==> config.mk <==
export PLATFORM = sky130hd
export DESIGN_NAME = turret_fire_ctrl
export DESIGN_NICKNAME = d
export VERILOG_FILES = /design/src/rtl/tank_pkg.sv /design/src/rtl/key_repeat.sv /design/src/rtl/turret_fire_ctrl.sv
export SDC_FILE = /design/constraint.sdc
export NUM_CORES = 1
export LEC_CHECK = 0
export ABC_CLOCK_PERIOD_IN_PS = 3000
export BUFFER_PORTS_ARGS = -buffer_cell sky130_fd_sc_hd__buf_2
export CORE_ASPECT_RATIO = 1.4
export CORE_UTILIZATION = 57
export CTS_CLUSTER_SIZE = 40
export DETAILED_ROUTE_END_ITERATION = 10
export PLACE_DENSITY = 0.78
export SETUP_SLACK_MARGIN = 0.1
export SYNTH_ARGS = -nofsm -noshare
export SYNTH_HDL_FRONTEND = slang
export SYNTH_SLANG_ARGS = --single-unit
==> constraint.sdc <==
create_clock -name Clk -period 3 [get_ports Clk]
set_input_delay 0.45 -clock Clk [delete_from_list [all_inputs] [get_ports Clk]]
set_output_delay 0.45 -clock Clk [all_outputs]
set_load 0.02 [all_outputs]
==> src/rtl/tank_pkg.sv <==
// Shared types and constants for the turret controller: fire-state encoding,
// angle index values and default key codes.
package tank_pkg;

    typedef enum logic [1:0] {
        ST_IDLE   = 2'd0,
        ST_REQ    = 2'd1,
        ST_FLIGHT = 2'd2,
        ST_COOL   = 2'd3
    } fire_state_t;

    localparam logic [3:0] ANG_270 = 4'd0;
    localparam logic [3:0] ANG_300 = 4'd1;
    localparam logic [3:0] ANG_315 = 4'd2;
    localparam logic [3:0] ANG_330 = 4'd3;
    localparam logic [3:0] ANG_0   = 4'd4;
    localparam logic [3:0] ANG_30  = 4'd5;
    localparam logic [3:0] ANG_45  = 4'd6;
    localparam logic [3:0] ANG_60  = 4'd7;
    localparam logic [3:0] ANG_90  = 4'd8;

    localparam logic [7:0] KEY_NONE      = 8'h00;
    localparam logic [7:0] KEY_UP_CODE   = 8'h1A;
    localparam logic [7:0] KEY_DOWN_CODE = 8'h16;
    localparam logic [7:0] KEY_FIRE_CODE = 8'h2C;

    function automatic logic [8:0] angle_to_onehot(input logic [3:0] idx);
        return 9'd1 << idx;
    endfunction

endpackage

==> src/rtl/key_repeat.sv <==
// Press detection and frame-based auto-repeat for a single key; emits a
// one-cycle step on the press and every REPEAT_FRAMES frame ticks while held.
module key_repeat #(
    parameter logic [7:0] KEY           = 8'h1A,
    parameter int         REPEAT_FRAMES = 8
) (
    input  logic       clk,
    input  logic       rst,
    input  logic       enable,
    input  logic [7:0] keycode,
    input  logic [7:0] prev_keycode,
    input  logic       frame_tick,
    output logic       step
);

    localparam logic [7:0] LAST_COUNT = 8'(REPEAT_FRAMES - 1);

    logic [7:0] cnt_q, cnt_d;
    logic       active_q, active_d;
    logic       held, press;

    assign held  = (keycode == KEY);
    assign press = enable && held && (prev_keycode != KEY);

    // Repeat only runs after a genuine press, so a key held across reset stays inert.
    always_comb begin
        cnt_d    = cnt_q;
        active_d = active_q;
        step     = 1'b0;
        if (!held) begin
            cnt_d    = 8'd0;
            active_d = 1'b0;
        end else if (press) begin
            cnt_d    = 8'd0;
            active_d = 1'b1;
            step     = 1'b1;
        end else if (active_q && frame_tick) begin
            if (cnt_q == LAST_COUNT) begin
                cnt_d = 8'd0;
                step  = 1'b1;
            end else begin
                cnt_d = cnt_q + 8'd1;
            end
        end
    end

    always_ff @(posedge clk or posedge rst) begin
        if (rst) begin
            cnt_q    <= 8'd0;
            active_q <= 1'b0;
        end else begin
            cnt_q    <= cnt_d;
            active_q <= active_d;
        end
    end

endmodule

==> src/rtl/turret_fire_ctrl.sv <==
// Turret aiming and fire sequencing: keyboard-driven angle stepping with
// auto-repeat, plus a request/flight/cooldown fire state machine.
module turret_fire_ctrl
    import tank_pkg::*;
#(
    parameter logic [7:0] KEY_UP          = KEY_UP_CODE,
    parameter logic [7:0] KEY_DOWN        = KEY_DOWN_CODE,
    parameter logic [7:0] KEY_FIRE        = KEY_FIRE_CODE,
    parameter int         REPEAT_FRAMES   = 8,
    parameter int         COOLDOWN_FRAMES = 30
) (
    input  logic       Clk,
    input  logic       Reset,
    input  logic [7:0] keycode,
    input  logic       frame_tick,
    input  logic       fire_ack,
    input  logic       proj_done,
    output logic [3:0] angle_idx,
    output logic [8:0] angle_onehot,
    output logic       fire_req,
    output logic [3:0] fire_angle,
    output logic       busy
);

    localparam logic [7:0] COOL_LOAD = 8'(COOLDOWN_FRAMES);

    logic [7:0]  prev_kc_q;
    logic        started_q;
    logic        up_step, dn_step, fire_press;
    fire_state_t state_q, state_d;
    logic [7:0]  cool_q, cool_d;
    logic [3:0]  angle_q, angle_d;
    logic [3:0]  fire_angle_q, fire_angle_d;
    logic [8:0]  onehot_q, onehot_d;
    logic        fire_req_q, fire_req_d;
    logic        busy_q, busy_d;

    key_repeat #(.KEY(KEY_UP), .REPEAT_FRAMES(REPEAT_FRAMES)) u_up (
        .clk(Clk), .rst(Reset), .enable(started_q), .keycode(keycode),
        .prev_keycode(prev_kc_q), .frame_tick(frame_tick), .step(up_step)
    );

    key_repeat #(.KEY(KEY_DOWN), .REPEAT_FRAMES(REPEAT_FRAMES)) u_down (
        .clk(Clk), .rst(Reset), .enable(started_q), .keycode(keycode),
        .prev_keycode(prev_kc_q), .frame_tick(frame_tick), .step(dn_step)
    );

    // started_q masks the first cycle after reset so a held key is not a press.
    assign fire_press = started_q && (keycode == KEY_FIRE) && (prev_kc_q != KEY_FIRE);

    always_comb begin
        angle_d = angle_q;
        if (up_step && angle_q < ANG_90) begin
            angle_d = angle_q + 4'd1;
        end else if (dn_step && angle_q > ANG_270) begin
            angle_d = angle_q - 4'd1;
        end
    end

    always_comb begin
        state_d      = state_q;
        cool_d       = cool_q;
        fire_angle_d = fire_angle_q;
        case (state_q)
            ST_IDLE: begin
                if (fire_press) begin
                    fire_angle_d = angle_q;
                    state_d      = ST_REQ;
                end
            end
            ST_REQ: begin
                if (fire_ack) state_d = ST_FLIGHT;
            end
            ST_FLIGHT: begin
                if (proj_done) begin
                    state_d = ST_COOL;
                    cool_d  = COOL_LOAD;
                end
            end
            ST_COOL: begin
                if (frame_tick) begin
                    cool_d = cool_q - 8'd1;
                    if (cool_q == 8'd1) state_d = ST_IDLE;
                end
            end
            default: state_d = ST_IDLE;
        endcase
        onehot_d   = angle_to_onehot(angle_d);
        fire_req_d = (state_d == ST_REQ);
        busy_d     = (state_d != ST_IDLE);
    end

    always_ff @(posedge Clk or posedge Reset) begin
        if (Reset) begin
            prev_kc_q    <= KEY_NONE;
            started_q    <= 1'b0;
            state_q      <= ST_IDLE;
            cool_q       <= 8'd0;
            angle_q      <= ANG_0;
            fire_angle_q <= ANG_0;
            onehot_q     <= angle_to_onehot(ANG_0);
            fire_req_q   <= 1'b0;
            busy_q       <= 1'b0;
        end else begin
            prev_kc_q    <= keycode;
            started_q    <= 1'b1;
            state_q      <= state_d;
            cool_q       <= cool_d;
            angle_q      <= angle_d;
            fire_angle_q <= fire_angle_d;
            onehot_q     <= onehot_d;
            fire_req_q   <= fire_req_d;
            busy_q       <= busy_d;
        end
    end

    assign angle_idx    = angle_q;
    assign angle_onehot = onehot_q;
    assign fire_req     = fire_req_q;
    assign fire_angle   = fire_angle_q;
    assign busy         = busy_q;

endmodule

# Yosys cells after proc, flatten, opt, wreduce, memory -nomap -nowiden
# Cells that the tools add are included.
# totals
ff_bits	56
inputBits	13
output_inout_bits	19
wordCells	86
# classes
n_addsub	5
n_lt_le_gt_ge	2
eq_ne	19
shifts	1
muxes	31
reduce_logical	15
# op_table
cell	n
8-bit 2-to-1 mux	10
8-bit by 1-bit adder with 8-bit output, second input constant	2
8-bit by 3-bit equality test with 1-bit output, second input constant	2
8-bit by 5-bit equality test with 1-bit output, second input constant	2
8-bit by 5-bit != test with 1-bit output, second input constant	2
8-bit one-hot mux with 2 select lines	1
1-bit 2-to-1 mux	12
1-bit logical AND	10
2-bit 2-to-1 mux	5
1-bit by 4-bit << shifter with 9-bit output, first input constant	1
8-bit by 1-bit equality test with 1-bit output, second input constant	1
8-bit by 6-bit equality test with 1-bit output, second input constant	1
4-bit 2-to-1 mux	2
2-bit != test, second input constant	4
8-bit by 6-bit != test with 1-bit output, second input constant	1
2-bit one-hot mux with 4 select lines	1
8-bit by 1-bit subtractor with 8-bit output, second input constant	1
3-bit != test, second input constant	2
4-bit by 1-bit adder with 4-bit output, second input constant	1
2-bit by 1-bit equality test with 1-bit output, second input constant	2
2-bit equality test, second input constant	2
4-bit by 1-bit greater-than comparator with 1-bit output, second input constant	1
4-bit < comparator, second input constant	1
2-bit nonzero test	2
other kinds (4)	4

# Depth between registers and ports, before layout
# depth
depth_word	9
mapped_depth	8

# By module
# From an unflattened synthesis, not the netlist that was laid out.
# unflattened
cells_unflattened	272
hier_area_um2	2916.5
# modules_own_cells
module	instances	cells_per_inst	area_each_um2
turret_fire_ctrl	1	160	1785.5
key_repeat	2	56	565.5

# Least setup slack after synthesis
# No wires, ideal clock.
# synth_timing
kind	register to register
from	register u_down.cnt_q[3]
to	register onehot_q[7] (netlist: angle_onehot[7])
setup_ns	0.121
arrival_ns	2.312
slack_ns	0.566
path_stages_with_launch	7
synth_period_minus_slack_ns	2.434
path_cell_list	dfrtp_1 > or4_1 > or4_4 > a221oi_2 > nor2_1 > xnor2_4 > and4bb_2
# synth_via
elab_chain_cells	9
# synth_lines
item	line_no	text
from (decl)	key_repeat.sv:18	logic [7:0] cnt_q, cnt_d;
from (signal assigned)	key_repeat.sv:52	cnt_q <= cnt_d;
8-bit by 3-bit equality test with 1-bit output	key_repeat.sv:38	if (cnt_q == LAST_COUNT) begin
1-bit 2-to-1 mux	key_repeat.sv:38	
1-bit 2-to-1 mux	key_repeat.sv:37	end else if (active_q && frame_tick) begin
1-bit 2-to-1 mux	key_repeat.sv:33	end else if (press) begin
1-bit 2-to-1 mux	key_repeat.sv:30	if (!held) begin
1-bit logical AND	turret_fire_ctrl.sv:55	end else if (dn_step && angle_q > ANG_270) begin
4-bit 2-to-1 mux	turret_fire_ctrl.sv:55	
4-bit 2-to-1 mux	turret_fire_ctrl.sv:53	if (up_step && angle_q < ANG_90) begin
1-bit by 4-bit << shifter with 9-bit output	tank_pkg.sv:28	return 9'd1 << idx;
named net onehot_d[7]	turret_fire_ctrl.sv:34	logic [8:0] onehot_q, onehot_d;
to (signal assigned)	turret_fire_ctrl.sv:101	onehot_q <= angle_to_onehot(ANG_0);
to (signal assigned)	turret_fire_ctrl.sv:111	onehot_q <= onehot_d;
to (decl)	turret_fire_ctrl.sv:34	
# The timed path passes the listed nets, and every way through them passes these cells.
# A chain may end at the register's enable or synchronous reset.

# Final worst setup path
# Same ends and word-level chain as after synthesis.

==> impl_metrics.env <==
export IMPL_outcome="complete, no violations"
export IMPL_final_common_cell="dfrtp_1"
export IMPL_avgRoutedWirePerCell_um=14.9
export IMPL_synth_xor_area_share_pct=4.35
export IMPL_setup_viol=0
export IMPL_maxSlewViolCount=0
export IMPL_start_util_pct=58.9
export IMPL_critical_path_required_ns=3.19
export IMPL_hpwlAfterDp_mm=3.68
export IMPL_dieHeight_um=82.7
export IMPL_skew_ns=0.0122
export IMPL_final_nets=297
export IMPL_worstPathMaxFanout=10
export IMPL_finalHoldViolations=0
export IMPL_rows=29
export IMPL_hold_class="in2async"
export IMPL_muxShareOfSynthArea_pct=1.70
export IMPL_wl_mm=5.07
export IMPL_place_inst=333
export IMPL_grt_max_degree=28
export IMPL_synth_edf_count=0
export IMPL_fillers=386
export IMPL_insertion_delay_ns=0.31
export IMPL_tightest_slew_ns=0.723
export IMPL_path_cells="or4_1 > or4_4 > a221oi_2 > nor2_1 > xnor2_4 > and4bb_2"
export IMPL_drive_above_1_share_pct=23.3
export IMPL_synth_seq_cells=56
export IMPL_worstSetupStartpointType="flop"
export IMPL_antenna_found_initial=0
export IMPL_clk_pin_slew_ns=0.09
export IMPL_yosysSeqAreaShare_pct=53.0
export IMPL_antenna_cells=0
export IMPL_final_cell_mix="dfrtp_1 (53), buf_2 (31), nand2_1 (20), nor2_1 (16), o21ai_0 (12)"
export IMPL_first_global_vias=1859
export IMPL_max_slew_margin_pct=51.5
export IMPL_cts_tree="yes"
export IMPL_fin_setup_tns_ns=0
export IMPL_critPathSlowestCell="or4_1"
export IMPL_rsz0062_at_grt="no"
export IMPL_yosysWarningCount=0
export IMPL_synth_simple_area_share_pct=24.8
export IMPL_syn_area_per_cell_um2=11.0
export IMPL_areaGrowthSynthToFinish_pct=12.0
export IMPL_cts_buffer_depth=2
export IMPL_grt_usage_pct=22.7
export IMPL_gp_congestion=0.827
export IMPL_die_w_um=59.6
export IMPL_synthAdderAreaFrac_pct=2.83
export IMPL_drtIter0Drc=108
export IMPL_cts_made_buffers=5
export IMPL_synth_compound_area_share_pct=10.9
export IMPL_dieArea_um2=4930
export IMPL_core_area_um2=4500
export IMPL_via_count=1952
export IMPL_grt_pass1_wl_mm=8.31
export IMPL_maxCapViolCount=0
export IMPL_p_leak_nw=1.31
export IMPL_synthArstFlopShare_pct=100
export IMPL_slowest_delay_ns=0.55
export IMPL_period_minus_slack_ns=2.61
export IMPL_critical_path_class="reg2reg"
export IMPL_power_per_cell_area_nw_per_um2=569
export IMPL_boundaryPins=32
export IMPL_fmax_ghz=0.383
export IMPL_crit_arrival_ns=2.81
export IMPL_routed_via_density=5.72
export IMPL_first_pass_iters=4
export IMPL_crit_path_end_kind="flop"
export IMPL_vdd_ir_drop_max_mv=0.487
export IMPL_ant_nets=0
export IMPL_ctsResizeCount=0
export IMPL_cts_setup_buffers=0
export IMPL_htreeDepth=2
export IMPL_place_ws_ns=0.318
export IMPL_synthesis_area_um2=2650
export IMPL_finalWorstSetupSlack_ns=0.386
export IMPL_grt_ovfl_total=0
export IMPL_cts_root_buf="clkbuf_8"
export IMPL_post_route_drc_count=0
export IMPL_reg2reg_depth=6
export IMPL_fin_crit_sh_pct=87.1
export IMPL_instances_no_fill=341
export IMPL_cts_sinks=56
export IMPL_synth_top_flop_cell="dfrtp_1"
export IMPL_synth_cell_type_count=54
export IMPL_portBuffers=31
export IMPL_syn_nets=260
export IMPL_synth_top_family_by_area="simple AND/OR/NAND/NOR gates"
export IMPL_synth_cells=241
export IMPL_ctsHoldBuffers=0
[stage by stage]
| step | util (%) | hold WS [ns] | instance area (um2) | power (mW) |
|---|---|---|---|---|
| after floorplan | - | 0.481 | 2650 | 1.21 |
| after global placement | 64.2 | 0.382 | 2890 | 1.29 |
| after detailed placement | 64.2 | 0.383 | 2890 | 1.31 |
| after CTS | 66.0 | 0.0486 | 2970 | 1.70 |
| after global routing | 66.0 | 0.0655 | 2970 | 1.78 |
| final | 66.0 | 0.0456 | 2970 | 1.69 |
[critical path, delay by kind of cell (launching register included)]
| family | cells | cell delay [ns] |
|---|---|---|
| AND/OR/NAND/NOR | 4 | 1.42 |
| AO/OA/AOI/OAI | 1 | 0.35 |
| flip-flops | 1 | 0.42 |
| XOR/XNOR | 1 | 0.31 |
[flip-flops by register name (all words and copies together) (netlist names)]
| signal | count |
|---|---|
| angle_onehot | 9 |
| fire_angle | 4 |
| busy | 1 |
| u_up.active_q | 1 |
| fire_req | 1 |
| u_up.cnt_q | 8 |
| u_down.cnt_q | 8 |
| angle_idx | 4 |
| u_down.active_q | 1 |
| prev_kc_q | 8 |
| state_q | 2 |
| cool_q | 8 |
| started_q | 1 |
[cell usage after synthesis (5+ instances only)]
| library cell | instances | area [um2] |
|---|---|---|
| nor2_1 | 16 | 60.1 |
| xor2_1 | 6 | 52.6 |
| inv_1 | 11 | 41.3 |
| ha_1 | 6 | 75.1 |
| nor4_1 | 5 | 31.3 |
| a21oi_1 | 10 | 50.1 |
| nand3_1 | 9 | 45.0 |
| nand2b_1 | 6 | 37.5 |
| nor3_1 | 7 | 35.0 |
| nand2_1 | 20 | 75.1 |
| dfrtp_1 | 53 | 1330 |
| o21ai_0 | 12 | 60.1 |
[path summary, 6_finish.rpt]
| kind | from | endpoint | slack (ns) |
|---|---|---|---|
| setup / recovery | u_down.cnt_q[3] | angle_onehot[7] | 0.39 |
| hold / removal | Reset | prev_kc_q[0] | 0.05 |
| setup reg to reg | u_down.cnt_q[3] | angle_onehot[7] | 0.39 |
| hold reg to reg | fire_angle[1] | fire_angle[1] | 0.49 |
| max in group asynchronous | Reset | fire_angle[2] | 2.30 |
| min in group Clk | keycode[0] | prev_kc_q[0] | 0.26 |
[metal layers]
layer / GRT usage, % / vias to the layer above / wire [um]
met5: 0 / - / 0
li1: - / 939 / -
met4: 8.14 / 0 / 76
met3: 3.43 / 7 / 138
met2: 41.5 / 40 / 2780
met1: 26.5 / 966 / 2080
[power breakdown]
group,internal [mW],switching [mW]
logic,0.165,0.207
clock network,0.167,0.228
registers,0.839,0.0838
[final cells by class]
cell class              instances  area [um2]  share of cell area (%)
repair buffers                 34         178                    5.99
clock buffers                   8        80.1                    2.70
flip-flops and latches         56        1410                    47.3
multi-input cells             170        1190                    40.0
inverters                      11        41.3                    1.39
well taps                      62        77.6                    2.61
[kinds of logic (layout without fill, tap and decap cells)]
kind of cell	after synthesis	in the layout
AO/OA/AOI/OAI	41	41
multiplexers	3	3
XOR/XNOR	11	11
AND/OR/NAND/NOR	108	108
other	1	1
adder cells (fa/ha/maj)	6	6
buffers and inverters	15	53
flip-flops	56	56
Note: power is estimated with default switching activity, not from simulation.
